**src/rtl/i2c_alu_target.sv**
```systemverilog
// I2C target exposing ALU operands (A, B, Cin) and results (Sum1, Sum2) as a register file.
// Optional 3-sample majority filter on SCL/SDA when I2C_ALU_GLITCH_FILTER_EN is defined.
module i2c_alu_target #(
  parameter logic [6:0] TARGET_ADDR = 7'h42,
  parameter int         SYNC_STAGES = 2
) (
  input  logic       clk,
  input  logic       rst,
  input  logic       scl_i,
  input  logic       sda_i,
  output logic       sda_oe,
  output logic [7:0] a_o,
  output logic [7:0] b_o,
  output logic       cin_o,
  input  logic [7:0] sum1_i,
  input  logic [7:0] sum2_i,
  output logic       busy_o
);

  typedef enum logic [3:0] {
    IDLE, ADDR, ADDR_ACK, REG, REG_ACK, WDATA, WDATA_ACK, RDATA, RDATA_ACK, WAIT
  } state_t;

  logic [SYNC_STAGES-1:0] scl_sync_q, sda_sync_q;
  logic scl_c, sda_c, scl_prev_q, sda_prev_q;

  always_ff @(posedge clk or posedge rst) begin
    if (rst) begin
      scl_sync_q <= '1;
      sda_sync_q <= '1;
    end else begin
      scl_sync_q <= {scl_sync_q[SYNC_STAGES-2:0], scl_i};
      sda_sync_q <= {sda_sync_q[SYNC_STAGES-2:0], sda_i};
    end
  end

`ifdef I2C_ALU_GLITCH_FILTER_EN
  logic [1:0] scl_hist_q, sda_hist_q;
  logic       scl_flt_q, sda_flt_q;
  logic       scl_s, sda_s;

  assign scl_s = scl_sync_q[SYNC_STAGES-1];
  assign sda_s = sda_sync_q[SYNC_STAGES-1];

  always_ff @(posedge clk or posedge rst) begin
    if (rst) begin
      scl_hist_q <= 2'b11;
      sda_hist_q <= 2'b11;
      scl_flt_q  <= 1'b1;
      sda_flt_q  <= 1'b1;
    end else begin
      scl_hist_q <= {scl_hist_q[0], scl_s};
      sda_hist_q <= {sda_hist_q[0], sda_s};
      scl_flt_q  <= (scl_s & scl_hist_q[0]) | (scl_s & scl_hist_q[1]) | (scl_hist_q[0] & scl_hist_q[1]);
      sda_flt_q  <= (sda_s & sda_hist_q[0]) | (sda_s & sda_hist_q[1]) | (sda_hist_q[0] & sda_hist_q[1]);
    end
  end

  assign scl_c = scl_flt_q;
  assign sda_c = sda_flt_q;
`else
  assign scl_c = scl_sync_q[SYNC_STAGES-1];
  assign sda_c = sda_sync_q[SYNC_STAGES-1];
`endif

  always_ff @(posedge clk or posedge rst) begin
    if (rst) begin
      scl_prev_q <= 1'b1;
      sda_prev_q <= 1'b1;
    end else begin
      scl_prev_q <= scl_c;
      sda_prev_q <= sda_c;
    end
  end

  logic scl_rise, scl_fall, start_det, stop_det;
  assign scl_rise  = scl_c & ~scl_prev_q;
  assign scl_fall  = ~scl_c & scl_prev_q;
  assign start_det = scl_c & scl_prev_q & sda_prev_q & ~sda_c;
  assign stop_det  = scl_c & scl_prev_q & ~sda_prev_q & sda_c;

  state_t     state_q, state_d;
  logic [3:0] bit_cnt_q, bit_cnt_d;
  logic [7:0] shift_q, shift_d;
  logic [7:0] tx_q, tx_d;
  logic [7:0] ptr_q, ptr_d;
  logic [7:0] a_q, a_d, b_q, b_d;
  logic       cin_q, cin_d;
  logic       oe_q, oe_d;
  logic       busy_q, busy_d;
  logic       ack_q, ack_d;
  logic [7:0] rd_data, rx_byte;

  always_comb begin
    rd_data = 8'h00;
    case (ptr_q)
      8'h00:   rd_data = a_q;
      8'h01:   rd_data = b_q;
      8'h02:   rd_data = {7'b0, cin_q};
      8'h03:   rd_data = sum1_i;
      8'h04:   rd_data = sum2_i;
      default: rd_data = 8'h00;
    endcase
  end

  assign rx_byte = {shift_q[6:0], sda_c};

  always_comb begin
    state_d   = state_q;
    bit_cnt_d = bit_cnt_q;
    shift_d   = shift_q;
    tx_d      = tx_q;
    ptr_d     = ptr_q;
    a_d       = a_q;
    b_d       = b_q;
    cin_d     = cin_q;
    oe_d      = oe_q;
    busy_d    = busy_q;
    ack_d     = ack_q;

    if (start_det) begin
      state_d   = ADDR;
      bit_cnt_d = 4'd0;
      busy_d    = 1'b1;
      oe_d      = 1'b0;
    end else if (stop_det) begin
      state_d   = IDLE;
      bit_cnt_d = 4'd0;
      busy_d    = 1'b0;
      oe_d      = 1'b0;
    end else begin
      case (state_q)
        ADDR, REG, WDATA: begin
          if (scl_rise && bit_cnt_q != 4'd8) begin
            shift_d   = rx_byte;
            bit_cnt_d = bit_cnt_q + 4'd1;
            // Commit on the 8th rise so the ALU sees the operand before the ACK slot.
            if (state_q == WDATA && bit_cnt_q == 4'd7) begin
              case (ptr_q)
                8'h00:   a_d   = rx_byte;
                8'h01:   b_d   = rx_byte;
                8'h02:   cin_d = rx_byte[0];
                default: ;
              endcase
            end
          end else if (scl_fall && bit_cnt_q == 4'd8) begin
            bit_cnt_d = 4'd0;
            if (state_q == ADDR && shift_q[7:1] != TARGET_ADDR) begin
              state_d = WAIT;
            end else begin
              oe_d = 1'b1;
              case (state_q)
                ADDR:    state_d = ADDR_ACK;
                REG:     begin state_d = REG_ACK; ptr_d = shift_q; end
                default: state_d = WDATA_ACK;
              endcase
            end
          end
        end
        ADDR_ACK, REG_ACK, WDATA_ACK: begin
          if (scl_fall) begin
            oe_d      = 1'b0;
            bit_cnt_d = 4'd0;
            if (state_q == ADDR_ACK && shift_q[0]) begin
              state_d = RDATA;
              tx_d    = {rd_data[6:0], 1'b0};
              oe_d    = ~rd_data[7];
            end else if (state_q == ADDR_ACK) begin
              state_d = REG;
            end else begin
              state_d = WDATA;
              if (state_q == WDATA_ACK) ptr_d = ptr_q + 8'd1;
            end
          end
        end
        RDATA: begin
          if (scl_rise) begin
            bit_cnt_d = bit_cnt_q + 4'd1;
          end else if (scl_fall) begin
            if (bit_cnt_q == 4'd8) begin
              oe_d      = 1'b0;
              bit_cnt_d = 4'd0;
              state_d   = RDATA_ACK;
            end else begin
              oe_d = ~tx_q[7];
              tx_d = {tx_q[6:0], 1'b0};
            end
          end
        end
        RDATA_ACK: begin
          if (scl_rise) begin
            ack_d = ~sda_c;
            if (~sda_c) ptr_d = ptr_q + 8'd1;
          end else if (scl_fall) begin
            if (ack_q) begin
              state_d = RDATA;
              tx_d    = {rd_data[6:0], 1'b0};
              oe_d    = ~rd_data[7];
            end else begin
              state_d = WAIT;
              oe_d    = 1'b0;
            end
          end
        end
        WAIT:    oe_d = 1'b0;
        default: ;
      endcase
    end
  end

  always_ff @(posedge clk or posedge rst) begin
    if (rst) begin
      state_q   <= IDLE;
      bit_cnt_q <= 4'd0;
      shift_q   <= 8'h00;
      tx_q      <= 8'h00;
      ptr_q     <= 8'h00;
      a_q       <= 8'h00;
      b_q       <= 8'h00;
      cin_q     <= 1'b0;
      oe_q      <= 1'b0;
      busy_q    <= 1'b0;
      ack_q     <= 1'b0;
    end else begin
      state_q   <= state_d;
      bit_cnt_q <= bit_cnt_d;
      shift_q   <= shift_d;
      tx_q      <= tx_d;
      ptr_q     <= ptr_d;
      a_q       <= a_d;
      b_q       <= b_d;
      cin_q     <= cin_d;
      oe_q      <= oe_d;
      busy_q    <= busy_d;
      ack_q     <= ack_d;
    end
  end

  assign sda_oe = oe_q;
  assign a_o    = a_q;
  assign b_o    = b_q;
  assign cin_o  = cin_q;
  assign busy_o = busy_q;

endmodule

```
**config.mk**
```make
export PLATFORM = sky130hd
export DESIGN_NAME = i2c_alu_target
export DESIGN_NICKNAME = d
export VERILOG_FILES = /design/src/rtl/i2c_alu_target.sv
export SDC_FILE = /design/constraint.sdc
export NUM_CORES = 1
export LEC_CHECK = 0
export CORE_ASPECT_RATIO = 0.6
export CORE_MARGIN = 2
export CORE_UTILIZATION = 41
export CTS_CLUSTER_DIAMETER = 120
export CTS_CLUSTER_SIZE = 40
export DETAILED_ROUTE_END_ITERATION = 8
export GPL_TIMING_DRIVEN = 0
export PLACE_DENSITY = 0.65
export SYNTH_ARGS = -nofsm -noshare
export SYNTH_HDL_FRONTEND = slang
export SYNTH_SLANG_ARGS = --single-unit
export TNS_END_PERCENT = 1
```
**constraint.sdc**
```tcl
create_clock -name clk -period 6.2 [get_ports clk]
set_clock_uncertainty 0.2 [all_clocks]
set_input_delay 0.62 -clock clk [delete_from_list [all_inputs] [get_ports clk]]
set_output_delay 0.62 -clock clk [all_outputs]
set_load 0.02 [all_outputs]
```
-- Yosys cells after proc, flatten, opt, wreduce, memory -nomap -nowiden
Index checks and enable logic that the tools add are counted.
- add/subtract/negate cells: 2
- eq/ne operators: 46
- multiplexer cells: 62
- bitwise gates (word level): 15
- reductions and logical operators: 24
- operators by type and width (cell ; count):
    8-bit 2-to-1 mux ; 18
    4-bit 2-to-1 mux ; 20
    8-bit one-hot mux with 3 select lines ; 2
    4-bit != test, second input constant ; 10
    8-bit one-hot mux with 5 select lines ; 1
    2-bit != test, second input constant ; 17
    4-bit by 3-bit == test with 1-bit output, second input constant ; 5
    6-bit AND reduction ; 3
    9-bit AND reduction ; 2
    8-bit by 2-bit == test with 1-bit output, second input constant ; 2
    4-bit one-hot mux with 4 select lines ; 1
    1-bit 2-to-1 mux ; 15
    5-bit != test, second input constant ; 3
    13-bit AND reduction ; 1
    4-bit == test, second input constant ; 3
    4-bit one-hot mux with 3 select lines ; 1
    11-bit AND reduction ; 1
    8-bit by 1-bit adder with 8-bit output, second input constant ; 1
    4-bit by 2-bit == test with 1-bit output, second input constant ; 2
    8-bit by 1-bit == test with 1-bit output, second input constant ; 1
    8-bit by 3-bit == test with 1-bit output, second input constant ; 1
    8-bit logical NOT ; 1
    1-bit NOT ; 8
    4-bit AND reduction ; 2
    other kinds (15) ; 28
- register bits after elaboration: 58
- output and inout port bits: 19
- logic and storage cells: 164

-- Logic depth before layout (Yosys ltp)
Gate-level depths: netlist of run 1.
- word-level depth: 9
- depth in mapped cells: 8
- depth with buffers taken out: 7

-- Least setup slack after synthesis of run 1
No wires, ideal clock.
- path type: reg-to-reg
- from: reg scl_sync_q[1]
- to: reg state_q[0]
- arrival time: 1975 ps
- slack: 3901 ps
- cell stages (with the launch flop): 9
- clock period less this slack: 2299 ps
- cell sequence: dfstp_2 inv_1 ha_1 clkbuf_1 or3b_1 o311a_1 o221ai_2 o21ai_1 mux2_2
- cells in the longest elaborated chain, start to end: 5
- elaborated cells between the ends (all ways): 22
- classes of those cells: eq/ne (8); mux (2); bitwise (8); reduce/logical (4)
- ends and longest elaborated chain (item ; RTL line ; text):
    from (decl) ; 24 ; logic [SYNC_STAGES-1:0] scl_sync_q, sda_sync_q;
    from (signal assigned) ; 32 ; scl_sync_q <= {scl_sync_q[SYNC_STAGES-2:0], scl_i};
    1-bit bitwise AND or 1-bit NOT (tied branches) ; 79, 80, 78 ;
    1-bit bitwise AND, on equally long branches ; 79, 78, 80 ;
    1-bit bitwise AND (tied with other cells) ; 79 ; assign start_det = scl_c & scl_prev_q & sda_prev_q & ~sda_c;
    4-bit != test (no line) (tied with other cells) ; n/a ;
    9-bit AND reduction (no line) or 4-bit 2-to-1 mux (tied branches) ; n/a ;
    to (signal assigned) ; 225 ; state_q <= state_d;
    to (decl) ; 82 ; state_t state_q, state_d;
Several ways; a longest one is shown, not always the timed one.
A chain may end at the register's enable or synchronous reset.

-- Worst setup path after layout of run 1
- from: reg scl_prev_q
- to: reg bit_cnt_q[2]
- cells in the longest elaborated chain, start to end: 7
- elaborated cells between the ends (all ways): 21
- classes of those cells: eq/ne (4); mux (5); bitwise (8); reduce/logical (4)
- ends and longest elaborated chain (item ; RTL line ; text):
    from (decl) ; 25 ; logic scl_c, sda_c, scl_prev_q, sda_prev_q;
    from (signal assigned) ; 71 ; scl_prev_q <= scl_c;
    1-bit NOT ; 77 ; assign scl_rise = scl_c & ~scl_prev_q;
    1-bit bitwise AND ; 77 ;
    1-bit logical AND ; 134 ; if (scl_rise && bit_cnt_q != 4'd8) begin
    4-bit 2-to-1 mux ; 134 ;
    4-bit one-hot mux with 3 select lines ; 132 ; case (state_q)
    4-bit 2-to-1 mux ; 126 ; end else if (stop_det) begin
    4-bit 2-to-1 mux ; 121 ; if (start_det) begin
    to (signal assigned) ; 226 ; bit_cnt_q <= bit_cnt_d;
    to (decl) ; 83 ; logic [3:0] bit_cnt_q, bit_cnt_d;
Several ways; a longest one is shown, not always the timed one.

==> impl_results.md, run 1 <==
- Post-synth top area cell: dfrtp_1
- Cells after Synth: 334
- Worst Path Required: 6.27 ns
- Post-synthesis compound-gate area fraction: 22.2%
- Slew at the pin closest to its max-slew limit: ~0.75 ns
- Detailed Route Iter0 Violations: 368
- Synthesis-to-finish area growth: 24.7%
- Cell Area, Synth: 3380 sq um
- Die Height: 74.3 um
- CP startpoint kind: flip-flop
- Clock sinks: 57
- Setup tns final: 0 ns
- Number of synthesized flops with an enable pin: 0
- Syn Nets: 363
- Avg WL per Cell: 19.5 um
- Routed vias: 2995
- Status: completed
- Initial core utilization: between 40% and 50%
- Crit-path max FO: 9
- YS warnings: 0
- Syn Area/Cell: 10.1 sq um
- Final worst path period share: a little over two fifths
- # setup viols final: 0
- Multi-input logic area: 1790 sq um
- Crit path buf inv count: 1
- Cell row count: 25
- Register Area: ~1400 sq um
- Initial antenna violation count: 0
- Mux cell area share after synthesis: a little under an eighth
- Worst slew margin: 49.7%
- Buffers added on ports: 38
- CTS tree: yes
- Worst-path cell chain: ha_1 > clkbuf_1 > a21o_1 > mux2i_1 > a211oi_1 > or2_2 > a32o_1
- Hold Path Class: flip-flop to flip-flop
- Worst-skew pair later-pin latency: 0.33 ns
- Hpwl dp: between 7000 and 8000 um
- Pin count of the biggest net entering global routing: 44
- Layout cells sized above 1: 21.6%
- Delay-heaviest family, CP: compound AO/OA/AOI/OAI gates
- Setup CP Type: flip-flop to flip-flop
- Top post-synthesis cells by area: dfrtp_1, mux2_2, dfstp_2, ha_1, o21ai_0
- Worst-path cell with the longest stage delay: a211oi_1
- CTS clk-pin slew, worst paths: 0.05 ns
- DRC Markers: 0
- Total Wirelength: 9690 um
- Hold Fails Final Rpt: 0
- Die ar.: ~9000 sq um
- GRT overflow: 0
- Ys flop type: dfrtp_1
- Power Dens Cells: between 400 and 500 nW/um^2
- Hold_buf cts: 0
- RR Startpoint: scl_prev_q$_DFF_PP1_
- Synth Area in Simple Gates: 15.6%
- Vias in the first global route: 2877
- Max Cap Viol: 0
- First-pass DRT Iterations: 5
- Critical path arrival: 2.68 ns
- Main combinational cell family by area after synthesis: compound AO/OA/AOI/OAI gates
- Peak Freq: around 0.38 GHz
- Post-CTS setup buffer count: 0
- RSZ-0062 raised after global routing: false
- Critical Path Sink Type: flip-flop
- Vias per inst: 6.03
- Filler Cell Count: 719
- Die width: between 100 and 150 um
- Critical Path Max Stage Delay: 0.65 ns
- Post-synthesis adder-cell area fraction: ~3.3%
- Fin. max-slew vios: 0
- Num CTS Buffers: 9
- Synth cell types: 65
- Leak: 1.77 nW
- Post-route ant nets: 0
- All-layer global routing usage: 23.4%
- Sequential area share after synthesis: 42.5%
- Number of synthesized register bits: 57
- Core area: 7950 sq um
- Overall Power: 1.89 mW
- Crit path launch: scl_prev_q$_DFF_PP1_
- Ant diodes: 0
- Peak supply drop: ~0.22 mV
- Commonest non-fill, non-tap cells in the layout: dfrtp_1, clkdlybuf4s50_1, mux2_2
- Final Critical Period: between 2 and 3 ns
- Clock Tree Root: clkbuf_16
- Final #Nets: between 400 and 500
- Hold path start: sda_sync_q[0]$_DFF_PP1_
- Htree depth: 3
- Global-route wire length before repair: roughly 16000 um
- Commonest non-fill, non-tap cell in the layout: dfrtp_1
- IO Pins: 39
- Synth top area share: 37.8%
- Clock tree buffer depth: 2
- Xor/xnor cell area share of the yosys netlist: 0.259%
- RD Place Congestion: a little under 1
- FFs w/ async S/R, synth: 100%
- Post_cts resized: 0
-- per-layer routing --
metal | wire length (um) | global-route usage, %
met1 | 5030 | 36.9
met5 | 0 | 0
met3 | 756 | 7.13
met4 | 95 | 5.87
met2 | 3810 | 30.6
-- cells by family after synthesis --
| kind of cell | count (synthesis) |
|---|---|
| AO/OA/AOI/OAI | 105 |
| XOR/XNOR | 1 |
| flip-flops | 57 |
| buffers and inverters | 35 |
| AND/OR/NAND/NOR | 92 |
| adder cells (fa/ha/maj) | 9 |
| multiplexers | 35 |
-- final timing paths --
path | cells after the start | end | slack [ns]
max | 7 | bit_cnt_q[2]$_DFFE_PP0P_ | 3.58
min | 0 | sda_sync_q[1]$_DFF_PP1_ | 0.16
max reg2reg | 7 | bit_cnt_q[2]$_DFFE_PP0P_ | 3.58
min reg2reg | 0 | sda_sync_q[1]$_DFF_PP1_ | 0.16
max in group asynchronous | 3 | sda_prev_q$_DFF_PP1_ | 4.84
min in group asynchronous | 2 | state_q[0]$_DFFE_PP0P_ | 0.38
-- registers in the layout (all words and copies together), names as in the netlist --
signal	cells
b_o	8
sda_prev_q	1
sda_sync_q	2
ptr_q	8
cin_o	1
a_o	8
bit_cnt_q	4
tx_q	7
state_q	4
busy_o	1
ack_q	1
scl_sync_q	2
sda_oe	1
scl_prev_q	1
shift_q	8
-- cells in the mapped netlist (5+ instances only) --
master     count
mux2_2        33
nor3_1        10
nand4_1        5
dfrtp_1       51
nand2_1       22
and2_1         6
nand3_1       12
a21oi_1       20
a21o_1         5
nor2_1         7
inv_1         14
o21ai_0       21
o2bb2ai_1      6
a222oi_1       7
dfstp_2        6
nor2b_1        5
buf_2          8
a31oi_1        5
ha_1           9
a22o_1         6
clkbuf_1      11
a22oi_1        5
-- where the power goes --
group	switching, mW	internal, mW
Sequential	0.100	0.449
Clock	0.171	0.320
Combinational	0.534	0.320
-- worst register-to-register path: stages, from the launching register on --
cell	delay (ns)
dfstp_2	0.54
ha_1	0.13
clkbuf_1	0.39
a21o_1	0.14
mux2i_1	0.06
a211oi_1	0.65
or2_2	0.28
a32o_1	0.16
-- cell type report --
cell class	instances	share of cell area, %
flip-flops and latches	57	34.1
multi-input cells	242	42.5
plain buffers	21	2.38
inverters	14	1.25
clock inverters	5	1.31
well taps	108	3.21
repair buffers	39	9.51
clock buffers	11	5.77
-- through the flow --
step           area [sq um]  cells  utilization (%)  setup slack [ns]  hold WS (ns)
2_1_floorplan          3380    334                -              3.90         0.145
3_3_place_gp           3890    480             49.0              2.91         0.147
3_5_place_dp           3910    481             49.2              3.62         0.148
4_1_cts                4210    497             53.0              3.63         0.160
5_1_grt                4210    497             53.0              3.38         0.166
6_report               4210    497             53.0              3.58         0.156
Note: power is estimated with default switching activity, not from simulation.
==> run 2: changes to the inputs <==
==> constraint.sdc (replaced) <==
create_clock -name clk -period 2.7 [get_ports clk]
set_clock_uncertainty 0.2 [all_clocks]
set_input_delay 0.27 -clock clk [delete_from_list [all_inputs] [get_ports clk]]
set_output_delay 0.27 -clock clk [all_outputs]
set_load 0.02 [all_outputs]
==> run 2 against run 1 <==
Final cell count unchanged. Sequential cell count unchanged. Wire length increased by 0.40%. Setup slack got worse by 3.5 ns. Critical path depth increased by 1. Sequential power increased by 130%. Non-clock buffer count unchanged. Via count increased by 1.5%. Count of clock-buffer cells in the layout unchanged. Critical path type unchanged. Critical endpoint is now state_q[0]$_DFFE_PP0P_. Largest cell class unchanged.
==> impl_results.md, run 2 (synthesis results as in run 1) <==
- Crit-path max FO: 9 (unchanged)
- Hold Path Class: input port to asynchronous set/reset pin (was flip-flop to flip-flop)
- Switching pwr: 1.86 mW (was 0.805 mW)
- # setup viols final: 0 (unchanged)
- Die Height: 74.3 um (unchanged)
- Filler Cell Count: 718 (was 719)
- Post-layout util: 53.1% (was 53.0%)
- Num CTS Buffers: 9 (unchanged)
- Die ar.: 9000 sq um (unchanged)
- Critical path arrival: 2.59 ns (was 2.68 ns)
- Routed vias: 3039 (was 2995)
- All-layer global routing usage: 23.4% (unchanged)
- Htree depth: 3 (unchanged)
- RD Place Congestion: 0.970 (unchanged)
- Commonest non-fill, non-tap cell in the layout: dfrtp_1 (unchanged)
- CP startpoint kind: flip-flop (unchanged)
- Die width: 121 um (unchanged)
- Final Critical Period: 2.58 ns (was 2.62 ns)
- Hold Fails Final Rpt: 0 (unchanged)
- Peak Freq: 0.388 GHz (was 0.382 GHz)
- Post-route ant nets: 0 (unchanged)
- Pin count of the biggest net entering global routing: 44 (unchanged)
- Initial core utilization: 42.5% (unchanged)
- Leak: 1.77 nW (about the same)
- Clock tree buffer depth: 2 (unchanged)
- Hold_buf cts: 0 (unchanged)
- Power Dens Cells: 1030 nW/um^2 (was 450 nW/um^2)
- Post-CTS setup buffer count: 0 (unchanged)
- First-pass DRT Iterations: 5 (unchanged)
- Worst-skew pair later-pin latency: 0.33 ns (about the same)
- Flop2flop setup slack: 0.12 ns (was 3.58 ns)
- Hpwl dp: 7050 um (unchanged)
- RR Startpoint: scl_sync_q[1]$_DFF_PP1_ (was scl_prev_q$_DFF_PP1_)
- Slew at the pin closest to its max-slew limit: 0.568 ns (was 0.749 ns)
- Clk pwr share: 25.7% (was 25.9%)
- Final non-filler cell total: 497 (unchanged)
- Area after DPL: 3910 sq um (unchanged)
- Critical Path Sink Type: flip-flop (unchanged)
- Reg power frac: 29.0% (about the same)
- Clock sinks: 57 (unchanged)
- Peak supply drop: 0.499 mV (was 0.217 mV)
- IO Pins: 39 (unchanged)
- Vias per inst: 6.11 (was 6.03)
- Clock Tree Root: clkbuf_16 (unchanged)
- Final Cell Area: 4220 sq um (was 4210 sq um)
- Final worst path period share: 95.4% (was 42.2%)
- Vias in the first global route: 2877 (unchanged)
- Worst slew margin: 61.9% (was 49.7%)
- Global-route wire length before repair: 15800 um (unchanged)
- Total Wirelength: 9730 um (was 9690 um)
- Ant diodes: 0 (unchanged)
- Status: completed (unchanged)
- Max Cap Viol: 0 (unchanged)
- Internal power: 2.51 mW (was 1.09 mW)
- CTS tree: yes (unchanged)
- Buffers added on ports: 38 (unchanged)
- GRT overflow: 0 (unchanged)
- Avg WL per Cell: 19.6 um (was 19.5 um)
- Core area: 7950 sq um (unchanged)
- DRC Markers: 0 (unchanged)
- Fin. max-slew vios: 0 (unchanged)
- Layout cells sized above 1: 22.1% (was 21.6%)
- Synthesis-to-finish area growth: 25.0% (was 24.7%)
- Initial antenna violation count: 0 (unchanged)
- Combinational share of power: 45.3% (was 45.1%)
- RSZ-0062 raised after global routing: false (unchanged)
- Worst-path cell with the longest stage delay: dfstp_2 (was a211oi_1)
- Worst Path Required: 2.71 ns (was 6.27 ns)
- Placed Cells: 481 (unchanged)
- Critical Path Max Stage Delay: 0.55 ns (was 0.65 ns)
- Sw Ratio: 42.6% (was 42.5%)
- Setup CP Type: flip-flop to flip-flop (unchanged)
- Place WS: 0.121 ns (was 3.62 ns)
- Crit path launch: scl_sync_q[1]$_DFF_PP1_ (was scl_prev_q$_DFF_PP1_)
- Detailed Route Iter0 Violations: 352 (was 368)
- Post_cts resized: 0 (unchanged)
- Reg2reg path depth: 8 (was 7)
- Setup ws final: 0.123 ns (was 3.58 ns)
- Commonest non-fill, non-tap cells in the layout: dfrtp_1, clkdlybuf4s50_1, mux2_2 (unchanged)
- Worst-path cell chain: inv_1 > ha_1 > clkbuf_1 > or3b_1 > o311a_1 > o221ai_2 > o21ai_1 > mux2_2 (was ha_1 > clkbuf_1 > a21o_1 > mux2i_1 > a211oi_1 > or2_2 > a32o_1)
- Cell row count: 25 (unchanged)
- CTS clk-pin slew, worst paths: 0.05 ns (about the same)
- Final #Nets: 413 (unchanged)
[run 2: cell counts in the layout (fill, tap and decap cells not counted)]
No cell type changed its count.
[run 2: worst max-delay path, delay by kind of cell, from the launching register on]
kind	cells	cell delay [ns]
mux	1	0.27
buf+inv	2	0.30
simple gates	1	0.41
fa+ha+maj	1	0.18
flops	1	0.55
compound gates	3	0.54
[run 2: final cells by class]
cell class	count	area [sq um]	share of cell area, %
clock buffers	11	243	5.75
multi-input cells	242	1800	42.6
flip-flops and latches	57	1430	34.0
well taps	108	135	3.20
clock inverters	5	55.1	1.30
plain buffers	21	100	2.37
inverters	14	52.6	1.25
repair buffers	39	400	9.49
[run 2: final timing paths]
path                                           endpoint
worst max-delay path             state_q[0]$_DFFE_PP0P_
min in group clk                sda_sync_q[0]$_DFF_PP1_
worst min-delay path             state_q[2]$_DFFE_PP0P_
worst min register to register  sda_sync_q[1]$_DFF_PP1_
worst max register to register   state_q[0]$_DFFE_PP0P_
max in group asynchronous          sda_prev_q$_DFF_PP1_
[run 2: power by group through the flow]
stage | combinational [mW] | sequential [mW] | clock (mW)
3_3_place_gp | 1.86 | 1.26 | 0
4_1_cts | 1.90 | 1.25 | 1.15
6_report | 1.98 | 1.26 | 1.12
3_5_place_dp | 1.89 | 1.27 | 0
5_1_grt | 2.15 | 1.29 | 1.19
2_1_floorplan | 1.41 | 1.18 | 0
[run 2: routing by layer]
layer  GRT usage [%]  part of all wire, %  up-vias
li1                -                    -     1372
met1            36.9                   52     1517
met4            5.87                  1.1        0
met2            30.6                   40      135
met5               0                    0        -
met3            7.13                  7.6       15
[run 2: metrics by stage]
stage	setup TNS, ns	hold WS [ns]	power [mW]
after detailed placement	0	0.148	3.16
after floorplan	0	0.0745	2.60
final	0	0.0324	4.36
after CTS	0	0.0314	4.31
after global routing	0	0.0598	4.63
after global placement	-12.15	0.147	3.12
